File: src/rtl/pipe_ctrl_pkg.sv
// Shared types and defaults for the pipeline hazard controller.
package pipe_ctrl_pkg;
  localparam int REG_W           = 5;
  localparam int WAIT_W          = 8;
  localparam int DEF_MULT_CYCLES = 4;
  localparam int DEF_DIV_CYCLES  = 32;
  localparam int DEF_MEM_TIMEOUT = 255;

  typedef enum logic [1:0] {RUN, MEM_WAIT, ERR} ctrl_state_e;

  typedef struct packed {
    logic pc;
    logic ifid;
    logic idex;
    logic exmem;
  } stall_t;

  typedef struct packed {
    logic ifid;
    logic idex;
    logic exmem;
  } flush_t;

  function automatic int max_i(input int a, input int b);
    return (a > b) ? a : b;
  endfunction
endpackage

File: src/rtl/md_busy_counter.sv
// Mult/div busy tracker: loads on an unstalled start, counts down, freezes while the pipe is held.
module md_busy_counter
  import pipe_ctrl_pkg::*;
#(
  parameter int MULT_CYCLES = DEF_MULT_CYCLES,
  parameter int DIV_CYCLES  = DEF_DIV_CYCLES
) (
  input  logic clk,
  input  logic rst_n,
  input  logic start,
  input  logic is_div,
  input  logic freeze,
  output logic busy
);
  localparam int CW = $clog2(max_i(MULT_CYCLES, DIV_CYCLES) + 1);

  logic [CW-1:0] cnt;
  logic          load;

  assign load = start && !freeze;
  // The start cycle itself counts as busy so a dependent op in ID is held right away.
  assign busy = load || (cnt != '0);

  always_ff @(posedge clk or negedge rst_n) begin
    if (!rst_n)
      cnt <= '0;
    else if (load)
      cnt <= is_div ? CW'(DIV_CYCLES - 1) : CW'(MULT_CYCLES - 1);
    else if (!freeze && cnt != '0)
      cnt <= cnt - CW'(1);
  end
endmodule

File: src/rtl/pipe_hazard_ctrl.sv
// Pipeline hazard controller: memory-wait FSM with timeout, load-use and mult/div
// interlocks, and branch/overflow flushes resolved by fixed priority.
module pipe_hazard_ctrl
  import pipe_ctrl_pkg::*;
#(
  parameter int MULT_CYCLES = DEF_MULT_CYCLES,
  parameter int DIV_CYCLES  = DEF_DIV_CYCLES,
  parameter int MEM_TIMEOUT = DEF_MEM_TIMEOUT
) (
  input  logic             clk,
  input  logic             rst_n,
  input  logic [REG_W-1:0] id_rs,
  input  logic [REG_W-1:0] id_rt,
  input  logic             id_usesMd,
  input  logic             ex_memRead,
  input  logic [REG_W-1:0] ex_rw,
  input  logic             ex_mdStart,
  input  logic             ex_mdDiv,
  input  logic             branch_ex,
  input  logic             overflow_ex,
  input  logic             mem_access,
  input  logic             dmem_ready,
  output logic             pc_stall,
  output logic             ifid_stall,
  output logic             idex_stall,
  output logic             exmem_stall,
  output logic             ifid_flush,
  output logic             idex_flush,
  output logic             exmem_flush,
  output logic             memwr_reset,
  output logic             md_busy,
  output logic             err_timeout
);
  ctrl_state_e       state;
  logic [WAIT_W-1:0] wait_cnt;
  logic              mem_stall, flush_br, load_use, md_stall, md_busy_raw;
  stall_t            stl;
  flush_t            fl;

  // A wait cycle in which memory completes is not a stall; the pipe advances.
  assign mem_stall = !dmem_ready && ((state == MEM_WAIT) || (state == RUN && mem_access));
  assign flush_br  = branch_ex || overflow_ex;
  assign load_use  = (state == RUN) && ex_memRead && (ex_rw != '0) &&
                     ((ex_rw == id_rs) || (ex_rw == id_rt));
  assign md_stall  = id_usesMd && md_busy_raw;

  always_ff @(posedge clk or negedge rst_n) begin
    if (!rst_n) begin
      state       <= RUN;
      wait_cnt    <= '0;
      err_timeout <= 1'b0;
    end else begin
      case (state)
        RUN: if (mem_access && !dmem_ready) begin
          state    <= MEM_WAIT;
          wait_cnt <= '0;
        end
        MEM_WAIT: begin
          if (dmem_ready)
            state <= RUN;
          else if (wait_cnt == WAIT_W'(MEM_TIMEOUT - 1)) begin
            state       <= ERR;
            wait_cnt    <= WAIT_W'(MEM_TIMEOUT);
            err_timeout <= 1'b1;
          end else
            wait_cnt <= wait_cnt + WAIT_W'(1);
        end
        ERR:     state <= RUN;
        default: state <= RUN;
      endcase
    end
  end

  md_busy_counter #(
    .MULT_CYCLES(MULT_CYCLES),
    .DIV_CYCLES (DIV_CYCLES)
  ) u_md (
    .clk   (clk),
    .rst_n (rst_n),
    .start (ex_mdStart),
    .is_div(ex_mdDiv),
    .freeze(mem_stall),
    .busy  (md_busy_raw)
  );

  assign md_busy = rst_n && md_busy_raw;

  // Priority chain: reset > memory stall > branch/overflow flush > ID interlocks.
  always_comb begin
    stl         = '0;
    fl          = '0;
    memwr_reset = 1'b0;
    if (!rst_n) begin
      fl          = '1;
      memwr_reset = 1'b1;
    end else if (mem_stall) begin
      stl         = '1;
      memwr_reset = 1'b1;
    end else if (flush_br) begin
      fl.ifid  = 1'b1;
      fl.idex  = 1'b1;
      fl.exmem = overflow_ex;
    end else if (load_use || md_stall) begin
      stl.pc   = 1'b1;
      stl.ifid = 1'b1;
      fl.idex  = 1'b1;
    end
  end

  assign pc_stall    = stl.pc;
  assign ifid_stall  = stl.ifid;
  assign idex_stall  = stl.idex;
  assign exmem_stall = stl.exmem;
  assign ifid_flush  = fl.ifid;
  assign idex_flush  = fl.idex;
  assign exmem_flush = fl.exmem;
endmodule
File: config.mk
export PLATFORM = sky130hd
export DESIGN_NAME = pipe_hazard_ctrl
export DESIGN_NICKNAME = d
export VERILOG_FILES = /design/src/rtl/pipe_ctrl_pkg.sv /design/src/rtl/md_busy_counter.sv /design/src/rtl/pipe_hazard_ctrl.sv
export SDC_FILE = /design/constraint.sdc
export NUM_CORES = 1
export LEC_CHECK = 0
export ABC_AREA = 1
export CORE_ASPECT_RATIO = 0.6
export CORE_UTILIZATION = 25
export CTS_CLUSTER_SIZE = 20
export DETAILED_ROUTE_END_ITERATION = 8
export HOLD_SLACK_MARGIN = 0.15
export PLACE_DENSITY = 0.5
export SETUP_SLACK_MARGIN = 0.05
export SYNTH_ARGS = -nofsm -noshare
export SYNTH_HDL_FRONTEND = slang
export SYNTH_SLANG_ARGS = --single-unit
File: constraint.sdc
create_clock -name clk -period 5.46 [get_ports clk]
set_input_delay 1.638 -clock clk [delete_from_list [all_inputs] [get_ports clk]]
set_output_delay 1.638 -clock clk [all_outputs]
set_load 0.05 [all_outputs]
# After elaboration in Yosys (flattened, before gate mapping)
# Cells that the tools add are included.
# W data, S select, Z words.
[totals] out_inout_bits=10 elab_cells=63 register_bits=17 input_bits=25
[op_classes] n_bitwise=1 n_reduce_logical=25 n_addsub=2 n_mux=24 eq_ne=7
[op_table] operator="$mux W8" n=3
[op_table] operator="$pmux W8 S2" n=1
[op_table] operator="$mux W2" n=7
[op_table] operator="$mux W6" n=2
[op_table] operator="$eq A5 B5 Y1" n=2
[op_table] operator="$logic_and A1 B1 Y1" n=10
[op_table] operator="$add A8 B1 Y8 const B" n=1
[op_table] operator="$eq A8 B8 Y1 const B" n=1
[op_table] operator="$mux W1" n=6
[op_table] operator="$mux W3" n=2
[op_table] operator="$reduce_and A3 Y1" n=2
[op_table] operator="$reduce_bool A6 Y1" n=1
[op_table] operator="$sub A6 B1 Y6 const B" n=1
[op_table] operator="$logic_or A1 B1 Y1" n=5
[op_table] operator="$mux W5" n=1
[op_table] operator="$reduce_bool A5 Y1" n=1
[op_table] operator="$mux W4" n=1
[op_table] operator="$pmux W2 S2" n=1
[op_table] operator="$reduce_bool A2 Y1" n=2
[op_table] operator="$ne A3 B2 Y1 const B" n=1
[op_table] operator="$eq A2 B1 Y1 const B" n=1
[op_table] operator="$logic_not A1 Y1" n=2
[op_table] operator="$logic_not A2 Y1" n=1
[op_table] operator="$ne A2 B1 Y1 const B" n=1
[op_table] operator="other kinds (3)" n=3

# Depth between registers and ports, before layout
[logic_depth] word_depth=13 depth_mapped=11 ltp_nobuf=10

# Cells and area by module
# From an unflattened synthesis, not the netlist that was laid out.
[unflattened] hier_cells=198 hier_area_um2=1307.5
[by_module_without_submodules] module="pipe_hazard_ctrl" area_each_um2=885.8 seq_area_each_um2=275.3 cells_per_inst=135 instances=1
[by_module_without_submodules] module="md_busy_counter" area_each_um2=421.7 seq_area_each_um2=150.1 cells_per_inst=63 instances=1

# Worst setup path before layout
# OpenSTA, ideal clock, no wires.
[synth_timing] kind="input to output" start="in dmem_ready" end="out idex_flush" cell_stages=8 n_path_buf=0 required_ns=3.822 slack_ns=0.574 arrival_time_ns=3.248 path_cell_list="inv_1 -> nand2_4 -> nand2_8 -> inv_6 -> nor2_4 -> nor2_1 -> inv_1 -> nand2_1"
[synth_via] elab_chain_cells=11
[synth_lines] item="start, declared" line="pipe_hazard_ctrl.sv:22" text="input logic dmem_ready,"
[synth_lines] item="$logic_not A1 Y1 *" line="pipe_hazard_ctrl.sv:41" text="assign mem_stall = !dmem_ready && ((state == MEM_WAIT) || (state == RUN && mem_access));"
[synth_lines] item="$logic_and A1 B1 Y1 *" line="pipe_hazard_ctrl.sv:41"
[synth_lines] item="$logic_not A1 Y1" line="md_busy_counter.sv:20" text="assign load = start && !freeze;"
[synth_lines] item="$logic_and A1 B1 Y1" line="md_busy_counter.sv:20"
[synth_lines] item="$logic_or A1 B1 Y1" line="md_busy_counter.sv:22" text="assign busy = load || (cnt != '0);"
[synth_lines] item="$logic_and A1 B1 Y1" line="pipe_hazard_ctrl.sv:45" text="assign md_stall = id_usesMd && md_busy_raw;"
[synth_lines] item="$logic_or A1 B1 Y1" line="pipe_hazard_ctrl.sv:103" text="end else if (load_use || md_stall) begin"
[synth_lines] item="$mux W1" line="pipe_hazard_ctrl.sv:103"
[synth_lines] item="$mux W1" line="pipe_hazard_ctrl.sv:99" text="end else if (flush_br) begin"
[synth_lines] item="$mux W3 *" line="pipe_hazard_ctrl.sv:96" text="end else if (mem_stall) begin"
[synth_lines] item="$mux W3 *" line="pipe_hazard_ctrl.sv:93" text="if (!rst_n) begin"
[synth_lines] item="end, declared" line="pipe_hazard_ctrl.sv:28" text="output logic idex_flush,"
# Mark *: on every way between the ends. The rest lies on a longest branch, timed or not.

# Final worst setup path
[layout_timing] start="in dmem_ready" end="out pc_stall"
[layout_via] elab_chain_cells=11
[layout_lines] item="$logic_not A1 Y1 *" line="pipe_hazard_ctrl.sv:41"
[layout_lines] item="$logic_and A1 B1 Y1 *" line="pipe_hazard_ctrl.sv:41"
[layout_lines] item="$logic_not A1 Y1" line="md_busy_counter.sv:20"
[layout_lines] item="$logic_and A1 B1 Y1" line="md_busy_counter.sv:20"
[layout_lines] item="$logic_or A1 B1 Y1" line="md_busy_counter.sv:22"
[layout_lines] item="$logic_and A1 B1 Y1" line="pipe_hazard_ctrl.sv:45"
[layout_lines] item="$logic_or A1 B1 Y1" line="pipe_hazard_ctrl.sv:103"
[layout_lines] item="$mux W2" line="pipe_hazard_ctrl.sv:103"
[layout_lines] item="$mux W2" line="pipe_hazard_ctrl.sv:99"
[layout_lines] item="$mux W2 *" line="pipe_hazard_ctrl.sv:96"
[layout_lines] item="$mux W4 *" line="pipe_hazard_ctrl.sv:93"
[layout_lines] item="end, declared" line="pipe_hazard_ctrl.sv:23" text="output logic pc_stall,"
# Marked as above.

==> results.toml <==
[outcome]
status = "finished clean"

[worst_setup_path]
cpLargestDelayFamily = "simple AND/OR/NAND/NOR gates"
slowest_delay_ns = 0.45
r2r_setup_slack_ns = 3.90
worst_setup_path_end_kind = "primary output"
crit_required_ns = 3.82
path_cells = "clkdlybuf4s50_1, inv_1, nand2_4, nand2_8, nor2_4, o21ai_2, nand2_1, nand2_1, nand2_1, buf_12"
timing.critical_path.mode_cell = "nand2_1"
crit_path_max_fanout = 7
critPathArrivalTime_ns = 3.13
start_kind = "input pin"
cp_num_buf_inv = 3
crit_type = "input pin to primary output"
critPathSlowestCell = "clkdlybuf4s50_1"

[global_routing]
grt_max_degree = 20
groute.usage.overall_pct = 11.58
grt_pass1_wl_um = 5209
grt_pass1_vias = 1033
gr-total-overflow = 0
antenna_found_initial = 0

[timing]
fmax_mhz = 209.6
holdWs_ns = 0.4685
hold_viol = 0
tightestPinTransition_ns = 0.5009
fin_crit_sh_pct = 87.40
fin_setup_tns_ns = 0
rsz0062_at_grt = "no"
finalCriticalPeriod_ns = 4.772
relSlewSlack_pct = 66.50
timing.final.ws_setup_ns = 0.6882
skew_ns = 0.002111
finalSetupViolations = 0
slew_violations = 0

[synth]
synthCells = 186
synthArstFlopShare_pct = 100.0
post-synth-top-area-cell = "dfrtp_1"
synth_edf_count = 0
synth_top_area_share_pct = 31.60
ys_seq_area_share_pct = 31.60
synth_area_leaders = "dfrtp_1 32%, nand2_1 15%, inv_1 8.9%"
synth_top_family_by_area = "simple AND/OR/NAND/NOR gates"
synth_xor_area_share_pct = 4.554
synthFlopType = "dfrtp_1"
yosysWarnings = 0
synthSimpleGateAreaFrac_pct = 35.04
synth_cell_type_count = 30
synth_compound_area_share_pct = 12.64
synth-adder-area-share_pct = 3.717
syn_nets = 215
ys_ff_latch = 17
syn_area_um2 = 1346
muxShareOfSynthArea_pct = 0
syn_area_per_cell_um2 = 7.238

[layout]
area_growth_pct = 37.45
fin_cells = 289
fillCellCount = 530
postLayoutCoreUtil_pct = 36.07
nNetsFinal = 253
antenna_cells = 0
layout_commonest_cell = "nand2_1"
layout_common_cells = "53 x nand2_1, 32 x inv_1, 25 x clkdlybuf4s50_1"
drive_above_1_share_pct = 18.83

[worst_hold_path]
hold_class = "flip-flop to flip-flop"

[floorplanning]
die_w_um = 96.74
coreArea_um2 = 5130
die-area_um2 = 5692
ioPinCount = 35
die_h_um = 58.84
row_count = 20
start_util_pct = 26.24

[power]
power_density_nw_per_um2 = 276.7
ir_worst_vdd_uv = 116.9
p_leak_nw = 0.9200

[cts]
cts_buffer_depth = 2
numClockSinks = 17
htree_levels = 1
cts_root_buf = "clkbuf_8"
cts_hold_buffers = 0
cts_setup_buffers = 0
clk_latency_ns = 0.25
cts_made_buffers = 3
clk_pin_slew_ns = 0.07
post_cts_resized = 0
cts_tree = "yes"

[drt]
first_pass_iters = 4
wl_per_cell_um = 10.70
dr.first_iter.drc_count = 51
ant_nets = 0
wl_um = 3091
viasPerCell = 4.135
drc = 0
num_vias = 1195

[place]
gp_congestion = 0.8188
io_buffers = 34
place_ws_ns = 0.6694
dp_hpwl_um = 2509
dp_cells = 285

[flow_run]
cap_violations = 0
## per-layer routing
metal	vias to the layer above	wire length (um)	track usage, %
met5	-	0	0
met4	0	10	1.279
met3	2	161	3.088
met2	33	1113	14.89
met1	511	1806	18.92
li1	649	-	-
## final timing paths
| kind | start | endpoint | cells after the start |
|---|---|---|---|
| max | dmem_ready | pc_stall | 10 |
| max reg2reg | u_md.cnt[0]$_DFFE_PN0P_ | u_md.cnt[3]$_DFFE_PN0P_ | 7 |
| min in group asynchronous | rst_n | wait_cnt[5]$_DFFE_PN0P_ | 2 |
| max in group asynchronous | rst_n | wait_cnt[1]$_DFFE_PN0P_ | 2 |
| min | err_timeout$_DFFE_PN0P_ | err_timeout$_DFFE_PN0P_ | 1 |
| min reg2reg | err_timeout$_DFFE_PN0P_ | err_timeout$_DFFE_PN0P_ | 1 |
## synth_stat cells (3+ instances only)
cell type and count:
xnor2_1 4, inv_2 4, nand2_1 53, nor2_4 3, ha_1 4, nand3_1 10, a21oi_1 3, inv_1 32
xor2_1 3, dfrtp_1 17, o21ai_0 7, nor2_2 4, o21ai_2 7, nor2_1 12
## through the flow
step	power [mW]	instance area, um^2
3_5_place_dp	0.4175	1802
2_1_floorplan	0.3430	1346
6_report	0.5120	1851
3_3_place_gp	0.4209	1802
4_1_cts	0.5172	1851
5_1_grt	0.5538	1851
## cells by family after synthesis
logic type / count (synthesis)
AND/OR/NAND/NOR: 94
buffers and inverters: 40
AO/OA/AOI/OAI: 24
flip-flops: 17
XOR/XNOR: 7
adder cells (fa/ha/maj): 4
## power by group
group | switching (mW) | internal, mW
registers | 0.0236 | 0.154
logic | 0.141 | 0.0961
clock network | 0.0461 | 0.0513
## worst reg2reg max path, stage by stage, from the launching register on
cell     delay (ns)
dfrtp_1        0.36
inv_1          0.21
ha_1           0.21
nand4_2        0.18
o21ai_4        0.27
inv_6          0.09
nand2_1        0.09
o21ai_2        0.06
## sequential cells by signal (all words and copies together), names as in the netlist
| register | cells |
|---|---|
| err_timeout | 1 |
| wait_cnt | 8 |
| u_md.cnt | 6 |
| state | 2 |
## layout make-up
| class | count | area [um^2] | share of cell area (%) |
|---|---|---|---|
| clock inverters | 1 | 7.507 | 0.4057 |
| well taps | 66 | 82.58 | 4.462 |
| flip-flops and latches | 17 | 425.4 | 22.99 |
| repair buffers | 35 | 387.9 | 20.96 |
| inverters | 38 | 152.6 | 8.249 |
| multi-input cells | 129 | 753.2 | 40.70 |
| clock buffers | 3 | 41.29 | 2.231 |
No activity file was read; power rests on OpenSTA's default activity.
